File: config.mk
export PLATFORM = sky130hd
export DESIGN_NAME = scoreboard_hazard_unit
export DESIGN_NICKNAME = d
export VERILOG_FILES = /design/src/rtl/scoreboard_hazard_unit.sv
export SDC_FILE = /design/constraint.sdc
export NUM_CORES = 1
export LEC_CHECK = 0
export ABC_AREA = 1
export CAP_MARGIN = 25
export CORE_MARGIN = 3
export CORE_UTILIZATION = 59
export CTS_BUF_LIST = sky130_fd_sc_hd__clkbuf_4
export DETAILED_ROUTE_END_ITERATION = 8
export HOLD_SLACK_MARGIN = 0.03
export PLACE_DENSITY_LB_ADDON = 0.2
export SLEW_MARGIN = 15
export SYNTH_ARGS = -nofsm -noshare
export SYNTH_HDL_FRONTEND = slang
export SYNTH_SLANG_ARGS = --single-unit
File: constraint.sdc
create_clock -name clk -period 5.5 [get_ports clk]
set_input_delay 1.1 -clock clk [delete_from_list [all_inputs] [get_ports clk]]
set_output_delay 1.1 -clock clk [all_outputs]
set_load 0.1 [all_outputs]
File: src/rtl/scoreboard_hazard_unit.sv
// scoreboard_hazard_unit: tracks in-flight register writes from ID into EX and
// raises stall for load-use, multiply-use, WAW ordering and multiplier
// occupancy hazards that the EX forwarding network cannot yet resolve.
// Optional feature macro: SCOREBOARD_STATS_EN enables the stall_cycles counter;
// when undefined stall_cycles is tied to zero and no counter flop exists.
module scoreboard_hazard_unit #(
  parameter int unsigned MUL_LAT  = 3,
  parameter int unsigned LOAD_LAT = 2
) (
  input  logic        clk,
  input  logic        reset,
  input  logic        id_valid,
  input  logic [4:0]  id_rs1,
  input  logic [4:0]  id_rs2,
  input  logic        id_use_rs1,
  input  logic        id_use_rs2,
  input  logic [4:0]  id_rd,
  input  logic        id_RegWrite,
  input  logic        id_MemRead,
  input  logic        id_Mul,
  input  logic        id_BL,
  input  logic        flush,
  output logic        stall,
  output logic [30:0] pending,
  output logic        mul_busy,
  output logic [31:0] stall_cycles
);

  localparam int unsigned NUM_TRACKED = 31;
  localparam int unsigned NUM_IDX     = 32;
  localparam int unsigned REG_IDX_W   = 5;
  localparam int unsigned CNT_W       = 3;
  localparam int unsigned STATS_W     = 32;

  localparam logic [REG_IDX_W-1:0] XZR_IDX = REG_IDX_W'(31);
  localparam logic [REG_IDX_W-1:0] LR_IDX  = REG_IDX_W'(30);
  localparam logic [CNT_W-1:0]     MUL_NL  = CNT_W'(MUL_LAT - 1);
  localparam logic [CNT_W-1:0]     LOAD_NL = CNT_W'(LOAD_LAT - 1);
  localparam logic [CNT_W-1:0]     CNT_ONE = CNT_W'(1);

  // Per-register countdown until the outstanding result becomes forwardable
  logic [CNT_W-1:0] cnt_q [NUM_TRACKED];
  logic [CNT_W-1:0] cnt_d [NUM_TRACKED];
  logic [CNT_W-1:0] mul_cnt_q;
  logic [CNT_W-1:0] mul_cnt_d;

  // Full 32-entry view so any 5-bit index is in range; X31 always reads zero
  logic [CNT_W-1:0] cnt_view [NUM_IDX];

  logic                 wr_en;
  logic [REG_IDX_W-1:0] dst;
  logic [CNT_W-1:0]     new_lat;
  logic                 id_active;
  logic                 haz_rs1;
  logic                 haz_rs2;
  logic                 haz_waw;
  logic                 haz_mul;
  logic                 issue;
  logic                 track_dst;

  // Expose counters through an index-safe view with XZR pinned to zero
  always_comb begin
    cnt_view[NUM_IDX-1] = '0;
    for (int r = 0; r < int'(NUM_TRACKED); r++) begin
      cnt_view[r] = cnt_q[r];
    end
  end

  // Decode the ID instruction's effective destination and result latency
  always_comb begin
    wr_en   = id_RegWrite | id_BL;
    dst     = id_BL ? LR_IDX : id_rd;
    new_lat = '0;
    if (id_Mul) begin
      new_lat = MUL_NL;
    end else if (id_MemRead) begin
      new_lat = LOAD_NL;
    end
  end

  // Hazard detection; a flushed or invalid ID slot never stalls
  always_comb begin
    id_active = id_valid & ~flush;
    haz_rs1   = id_use_rs1 & (id_rs1 != XZR_IDX) & (cnt_view[id_rs1] != '0);
    haz_rs2   = id_use_rs2 & (id_rs2 != XZR_IDX) & (cnt_view[id_rs2] != '0);
    haz_waw   = wr_en & (dst != XZR_IDX) & (cnt_view[dst] > new_lat);
    haz_mul   = id_Mul & (mul_cnt_q > CNT_ONE);
    stall     = id_active & (haz_rs1 | haz_rs2 | haz_waw | haz_mul);
    issue     = id_active & ~stall;
    track_dst = issue & wr_en & (dst != XZR_IDX);
  end

  // Next-state: decrement outstanding counts, then let an accepted issue overwrite
  always_comb begin
    for (int r = 0; r < int'(NUM_TRACKED); r++) begin
      cnt_d[r] = (cnt_q[r] != '0) ? (cnt_q[r] - CNT_ONE) : cnt_q[r];
      if (track_dst && (dst == REG_IDX_W'(r))) begin
        cnt_d[r] = new_lat;
      end
    end
    mul_cnt_d = (mul_cnt_q != '0) ? (mul_cnt_q - CNT_ONE) : mul_cnt_q;
    if (issue && id_Mul) begin
      mul_cnt_d = MUL_NL;
    end
  end

  // Scoreboard state registers; reset discards all in-flight tracking
  always_ff @(posedge clk or negedge reset) begin
    if (!reset) begin
      for (int r = 0; r < int'(NUM_TRACKED); r++) begin
        cnt_q[r] <= '0;
      end
      mul_cnt_q <= '0;
    end else begin
      for (int r = 0; r < int'(NUM_TRACKED); r++) begin
        cnt_q[r] <= cnt_d[r];
      end
      mul_cnt_q <= mul_cnt_d;
    end
  end

  // Status outputs derived straight from the registered counters
  always_comb begin
    for (int r = 0; r < int'(NUM_TRACKED); r++) begin
      pending[r] = (cnt_q[r] != '0);
    end
    mul_busy = (mul_cnt_q != '0);
  end

`ifdef SCOREBOARD_STATS_EN
  logic [STATS_W-1:0] stall_cycles_q;

  // Count every clock on which stall is asserted; wraps naturally
  always_ff @(posedge clk or negedge reset) begin
    if (!reset) begin
      stall_cycles_q <= '0;
    end else if (stall) begin
      stall_cycles_q <= stall_cycles_q + STATS_W'(1);
    end
  end

  assign stall_cycles = stall_cycles_q;
`else
  assign stall_cycles = 32'd0;
`endif

endmodule

==> out/results.tsv, run 1 <==
stage	metric	value	unit
timing	hold_viol	0	
final_layout	layout.cells.non_filler	1469	
timing	finalSetupTns	0	ns
global_routing	use_met3	5.45	%
final_layout	fin_nets	1378	
clock_tree	numCtsBuffers	9	
power_and_ir_drop	p_sw	3.15	mW
power_and_ir_drop	p_seq_share	27.7	%
min_path	hold_path_class	reg -> reg	
timing	worst_pin_slew	0.981	ns
critical_path	path_cells	clkdlybuf4s50_1 > inv_1 > nor2_2 > nand2_1 > buf_12 > o22ai_1 > o21ai_0 > nand4_1 > o22ai_1 > ha_1 > inv_1 > nor2_1 > o21ai_0 > nand3_1 > nand2_1 > inv_2 > nor2_2 > nor3_2 > buf_12	
critical_path	critPathBufInv	6	
critical_path	rrSetupSlack	2.47	ns
global_routing	grt_start_max_net_pins	85	
floorplan	die_w	124	um
power_and_ir_drop	combPwrFrac	65.9	%
placed_design	dpl.hpwl	18900	um
global_routing	grt_use_total	33.8	%
critical_path	r2r_start	cnt_q[31]	
global_routing	busiest_layer	met2	
drt	antenna_left	0	
global_routing	overflow	0	
yosys	synthDistinctLibCells	33	
power_and_ir_drop	p_clk_share	6.4	%
clock_tree	clock_latency	0.48	ns
critical_path	worstSetupPathType	in -> out	
min_path	hp-start	mul_cnt_q[1]	
job	maxCapViolCount	0	
critical_path	endpoint_kind	primary output	
drt	first_iter_violations	864	
critical_path	cp.required	4.40	ns
global_routing	grt_pass1_wl	40200	um
drt	first_pass_iters	7	
critical_path	timing.rr.end	cnt_q[69]	
placed_design	dp.cells	1451	
yosys	syn_area_per_cell	6.64	um^2
timing	finalSetupViolations	0	
timing	slew_violations	0	
drt	via_per_inst	5.82	
drt	wl_per_cell	17.3	um
clock_tree	cts_buffer_depth	2	
placed_design	portBuffers	57	
power_and_ir_drop	vdd_drop_max	0.000420	V
clock_tree	clkTransAtPathRegs	0.16	ns
outcome	status	finished, final reports clean	
yosys	syn_area	8230	um^2
yosys	ys_async_sr_fraction	100	%
floorplan	die_area	15400	um^2
power_and_ir_drop	powerDensity	607	nW/um^2
critical_path	critical_path.startpoint_type	input port	
yosys	synth_edf_count	0	
timing	skew	0.0170	ns
timing	max_freq	189	MHz
floorplan	initial_core_util	61.2	%
min_path	hold_depth	2	
yosys	synth_most_common_cell	nand2_1	
final_layout	utilization	67.2	%
final_layout	syn_to_final_growth	9.86	%
yosys	synth_top_area_cell	dfrtp_1	
clock_tree	cts_resized	0	
yosys	synth_seq_area_share	29.2	%
timing	period_needed	5.30	ns
floorplan	rows	42	
power_and_ir_drop	total_leakage_power	4.76	nW
clock_tree	cts-hold-fix-buffers	0	
clock_tree	cts_sinks	96	
placed_design	gp_congestion	1.03	
drt	via_count	8544	
yosys	ys.flop_type	dfrtp_1	
floorplan	io_pins	90	
critical_path	slowest_delay	0.57	ns
drt	wl	25500	um
timing	relSlewSlack	34.4	%
yosys	synth-seq-cells	96	
critical_path	rr_worst_depth	15	
clock_tree	htree_levels	3	
yosys	ys_top_cells_by_count	322 x nand2_1, 156 x inv_1, 119 x nand3_1	
floorplan	die_y	124	um
global_routing	grtUsageMet2	54.6	%
power_and_ir_drop	p_sw_share	57.4	%
yosys	synth_cells	1239	
yosys	synthTopCellsByArea	dfrtp_1 29%, nand2_1 15%, ha_1 10%	
drt	drcViolationCount	0	
critical_path	critPathSlowestCell	clkdlybuf4s50_1	
global_routing	grt_pass1_vias	7653	
clock_tree	clock-root-buffer	clkbuf_4	
yosys	yosysWarnings	0	
min_path	holdPathEnd	mul_cnt_q[1]	
global_routing	antenna_found_initial	1	
critical_path	arrival	4.20	ns
global_routing	grt_use_met1	45.6	%
final_layout	drive_above_1_share	3.95	%
yosys	yosysTopAreaCellShare	29.2	%
power_and_ir_drop	p_int	2.34	mW
timing	period_share	96.3	%
floorplan	core-area	13500	um^2
critical_path	crit_family	buffers and inverters	
clock_tree	post-cts-setup-buffers	0	
clock_tree	cts_tree	yes	
critical_path	critPathMaxFanout	15	
[metal layers]
layer | vias to the layer above | part of all wire [%] | wire length, um
met2 | 475 | 46 | 11700
met5 | - | 0 | 0
met3 | 87 | 9.0 | 2280
met4 | 0 | 4.0 | 1030
met1 | 3916 | 41 | 10500
li1 | 4066 | - | -
[sequential cells by signal, indices dropped and copies added (netlist names)]
| register | flops |
|---|---|
| cnt_q | 93 |
| mul_cnt_q | 3 |
[per-stage QoR]
step	hold WS (ns)	setup slack [ns]	total power [mW]	instance area, um^2
after global placement	0.503	0.377	5.02	8910
after floorplan	0.483	0.0578	4.23	8350
final	0.538	0.203	5.49	9040
after CTS	0.544	0.269	5.47	9020
after global routing	0.584	-0.000323	6.01	9040
after detailed placement	0.507	0.282	5.10	8910
[worst reg2reg max path, stage by stage, from the launching register on]
cell	delay, ns
dfrtp_1	0.51
o22ai_1	0.12
o21ai_0	0.18
nand4_1	0.14
o22ai_1	0.22
ha_1	0.28
inv_1	0.07
nor2_1	0.03
o21ai_0	0.15
nand3_1	0.09
nand2_1	0.09
nand4_1	0.15
nor2_4	0.29
buf_12	0.33
nand3_1	0.23
nand2_1	0.09
[worst max-delay path by stage]
stage | from | to | slack, ns | cells after the start
finish | id_rd[0] | stall | 0.20 | 19
global route | id_rd[0] | stall | -0.0003 | 19
CTS | id_rd[0] | stall | 0.27 | 19
detailed placement | id_rd[0] | stall | 0.28 | 19
global placement | id_BL | stall | 0.38 | 17
floorplan | id_rd[0] | stall | 0.06 | 18
[power by group through the flow]
stage               clock, mW  combinational (mW)  sequential, mW
global route            0.386                4.07            1.55
detailed placement          0                3.58            1.51
CTS                     0.362                3.60            1.50
floorplan                   0                2.89            1.35
global placement            0                3.49            1.53
finish                  0.352                3.62            1.52
[layout make-up]
cell class | count | area (um^2)
multi-input cells | 940 | 4940
fillers | 1218 | 4420
flip-flops and latches | 96 | 2400
repair buffers | 76 | 746
inverters | 163 | 612
well taps | 176 | 220
clock buffers | 9 | 67.6
clock inverters | 7 | 47.5
diodes | 2 | 5.00
[cell families (layout without fill, tap and decap cells)]
group                      count (synthesis)  after routing  share of synthesized area [%]
xor gates and xnor gates                  36             36                           3.83
muxes                                      4              4                          0.487
adders and majority gates                 67             67                           10.2
and+or+nand+nor                          628            628                           32.3
DFF                                       96             96                           29.2
AOI/OAI and AO/OA                        173            173                           11.4
buffers and inverters                    234            255                           12.5
other                                      1             34                         0.0456
[cell usage in the layout, fill, tap and decap left out, types with 2 or more instances in the layout]
| master | count |
|---|---|
| o22ai_1 | 24 |
| a221oi_1 | 2 |
| nand2_1 | 321 |
| nor3_1 | 32 |
| buf_4 | 18 |
| nand3_1 | 119 |
| o21ai_1 | 4 |
| inv_2 | 4 |
| a22oi_1 | 2 |
| mux2i_1 | 4 |
| dfrtp_1 | 96 |
| diode_2 | 2 |
| clkinv_1 | 4 |
| clkinv_2 | 2 |
| buf_12 | 3 |
| a21oi_1 | 68 |
| xor2_1 | 36 |
| nor2_1 | 107 |
| o21ai_0 | 62 |
| clkinv_4 | 2 |
| a21boi_0 | 4 |
| conb_1 | 32 |
| inv_1 | 156 |
| ha_1 | 67 |
| nor2_2 | 7 |
| nand4_1 | 37 |
| o221ai_1 | 2 |
| clkdlybuf4s50_1 | 55 |
| clkbuf_4 | 9 |
(Power assumes the default switching activity.)
==> run 2, diff against run 1 <==
--- a/config.mk
+++ b/config.mk
@@ -10,6 +10,7 @@
 export CORE_MARGIN = 3
 export CORE_UTILIZATION = 59
 export CTS_BUF_LIST = sky130_fd_sc_hd__clkbuf_4
+export CTS_CLUSTER_DIAMETER = 100
 export DETAILED_ROUTE_END_ITERATION = 8
 export HOLD_SLACK_MARGIN = 0.03
 export PLACE_DENSITY_LB_ADDON = 0.2
==> results of run 2 <==
Same layout as run 1: the final DEF is identical, and so are final timing and power.
==> RTL change (settings of run 2) <==
`NUM_IDX`: 32 -> 16.
--- a/src/rtl/scoreboard_hazard_unit.sv
+++ b/src/rtl/scoreboard_hazard_unit.sv
@@ -27,7 +27,7 @@
 );
 
   localparam int unsigned NUM_TRACKED = 31;
-  localparam int unsigned NUM_IDX     = 32;
+  localparam int unsigned NUM_IDX     = 16;
   localparam int unsigned REG_IDX_W   = 5;
   localparam int unsigned CNT_W       = 3;
   localparam int unsigned STATS_W     = 32;
Check against the original RTL: not equivalent (Yosys sat finds a counterexample within 4 cycles, from zero or initial values and one cycle with reset low).
==> RTL change against run 2 <==
Synthesized area shrank 7.4%; worst setup slack better by 96 ps; routed wire length down 25%; largest power group unchanged; combinational power shrank 5%; via count shrank 16%; largest cell class unchanged; highest routed layer unchanged; total power fell by 5.1%; sequential cell count stayed put; design area fell by 7.2%.
==> RTL change: results (changes against run 2) <==
switching part of the total 0.547 (-0.0272); post-CTS setup buffer count 0 (unchanged); R2R Path End cnt_q[36]$_DFFE_PN0P_; CTS clk-pin slew, worst paths 140 ps (-20 ps); drt first pass iters 5 (-2); Setup Skew 26.5 ps (+9.57 ps); first-pass GRT wire length 31400 um (-22%); Slew headroom 0.345 (+0.00134); initial antenna violation count 1 (unchanged); worst skew pair latency 500 ps (+20 ps); Hold EP mul_cnt_q[1]$_DFFE_PN0P_; Detail Placement HPWL 14100 um (-26%); synth unique cells 28 (-15%); share of cells above drive strength 1 0.0411 (+0.00159); via count 7191 (-16%); Final nets 1256 (-8.9%); cells on worst reg2reg path 14 (-1); maximum vdd drop 0.000416 V (-0.78%); CTS Buf Count 9 (unchanged); Synth area leaders dfrtp_1 32%, nand2_1 16%, ha_1 11%; status finished, final reports clean; Hold Crit Class register to register; synth cell count leaders 328 x nand2_1, 192 x inv_1, 99 x nand4_1; worst r2r src cnt_q[64]$_DFFE_PN0P_; Crit path largest cell delay 510 ps (-60 ps); Seq/Total Area, Yosys 0.315 (+0.0233); largest net degree at the start of global routing 94 (+11%); total leakage power 4.63 nW (-2.6%); worst-case clock buffer depth 2 (unchanged); drt wl/cell 14.2 um (-18%); gpl congestion 0.996 (-3.6%); Root Buffer clkbuf_4; htree depth 3 (unchanged); slowest CP cell clkdlybuf4s50_1; Hold Crit Start mul_cnt_q[1]$_DFFE_PN0P_; reg2reg setup slack 2740 ps (+270 ps); vias in the first global route 6525 (-15%); Iteration-0 DRC Markers 580 (-33%); port bufs 57 (unchanged); Synth Warn # 0 (unchanged); Regs by FF count cnt_q (93), mul_cnt_q (3); All-Layer GR Usage 0.271 (-0.0667); Post-synth ARST share 1.00 (unchanged); Critical Path Start id_BL; worst-path maximum fanout 8 (-7); hold depth 2 (unchanged); Top FF cell, synth dfrtp_1
-- RTL change: changes by cell type after synthesis, moves of 9 or more --
| cell | delta |
|---|---|
| nand3_1 | -78 |
| a21oi_1 | -65 |
| nand4_1 | +62 |
| nor2_1 | -37 |
| inv_1 | +36 |
| nor3_1 | -18 |
| xor2_1 | -18 |
| o22ai_1 | -15 |
| xnor2_1 | +15 |
| inv_2 | +9 |
-- RTL change: cell type report --
cell class,count,area (um^2)
diodes,1,2.50
inverters,205,769
fillers,1108,3930
clock inverters,6,58.8
multi-input cells,782,4200
clock buffers,9,67.6
well taps,168,210
flip-flops and latches,96,2400
repair buffers,70,676
-- RTL change: cells by family after synthesis --
kind of cell,count (synthesis),synth area share
other,1,0.000492
adders and majority gates,67,0.110
buffers and inverters,273,0.152
and+or+nand+nor,560,0.319
AOI/OAI and AO/OA,88,0.0621
xor gates and xnor gates,33,0.0379
muxes,2,0.00263
DFF,96,0.315
-- RTL change: power groups by stage --
stage	combinational, mW	sequential, mW	clock [mW]
final	3.44	1.39	0.383
after global routing	3.93	1.43	0.418
after CTS	3.46	1.38	0.390
after detailed placement	3.44	1.39	0
after global placement	3.33	1.39	0
after floorplan	2.80	1.30	0
-- RTL change: timing repair --
| action | in CTS | in global routing |
|---|---|---|
| hold buffers | 0 | 0 |
| resized for setup | 0 | 1 |
| endpoints found under the setup margin | 0 | 1 |
-- RTL change: how the worst max path moves through the flow --
| stage | to | depth (start not counted) |
|---|---|---|
| 4_1_cts | stall | 15 |
| 2_1_floorplan | stall | 16 |
| 6_report | stall | 17 |
| 3_3_place_gp | stall | 15 |
| 3_5_place_dp | stall | 15 |
| 5_1_grt | stall | 17 |
-- RTL change: worst max-delay path: cells and delay by family --
family / cells / cell delay [ps]
AOI/OAI and AO/OA: 4 / 750
adders and majority gates: 1 / 290
buffers and inverters: 5 / 1100
and+or+nand+nor: 7 / 830
-- RTL change: routing by layer --
layer  share of wire  wire length (um)  track usage
met5               0                 0            0
met4           0.025               483       0.0938
met3           0.076              1440       0.0504
met2            0.46              8800        0.438
met1            0.43              8260        0.368
-- RTL change: stage by stage --
step	setup WS (ps)	hold WS [ps]	instance area [um^2]	std cells	util
floorplan	51.8	483	7740	1151	-
global placement	346	503	8260	1321	0.671
detailed placement	263	525	8260	1321	0.671
CTS	257	562	8380	1336	0.681
global route	29.3	558	8390	1337	0.681
finish	299	547	8390	1337	0.681
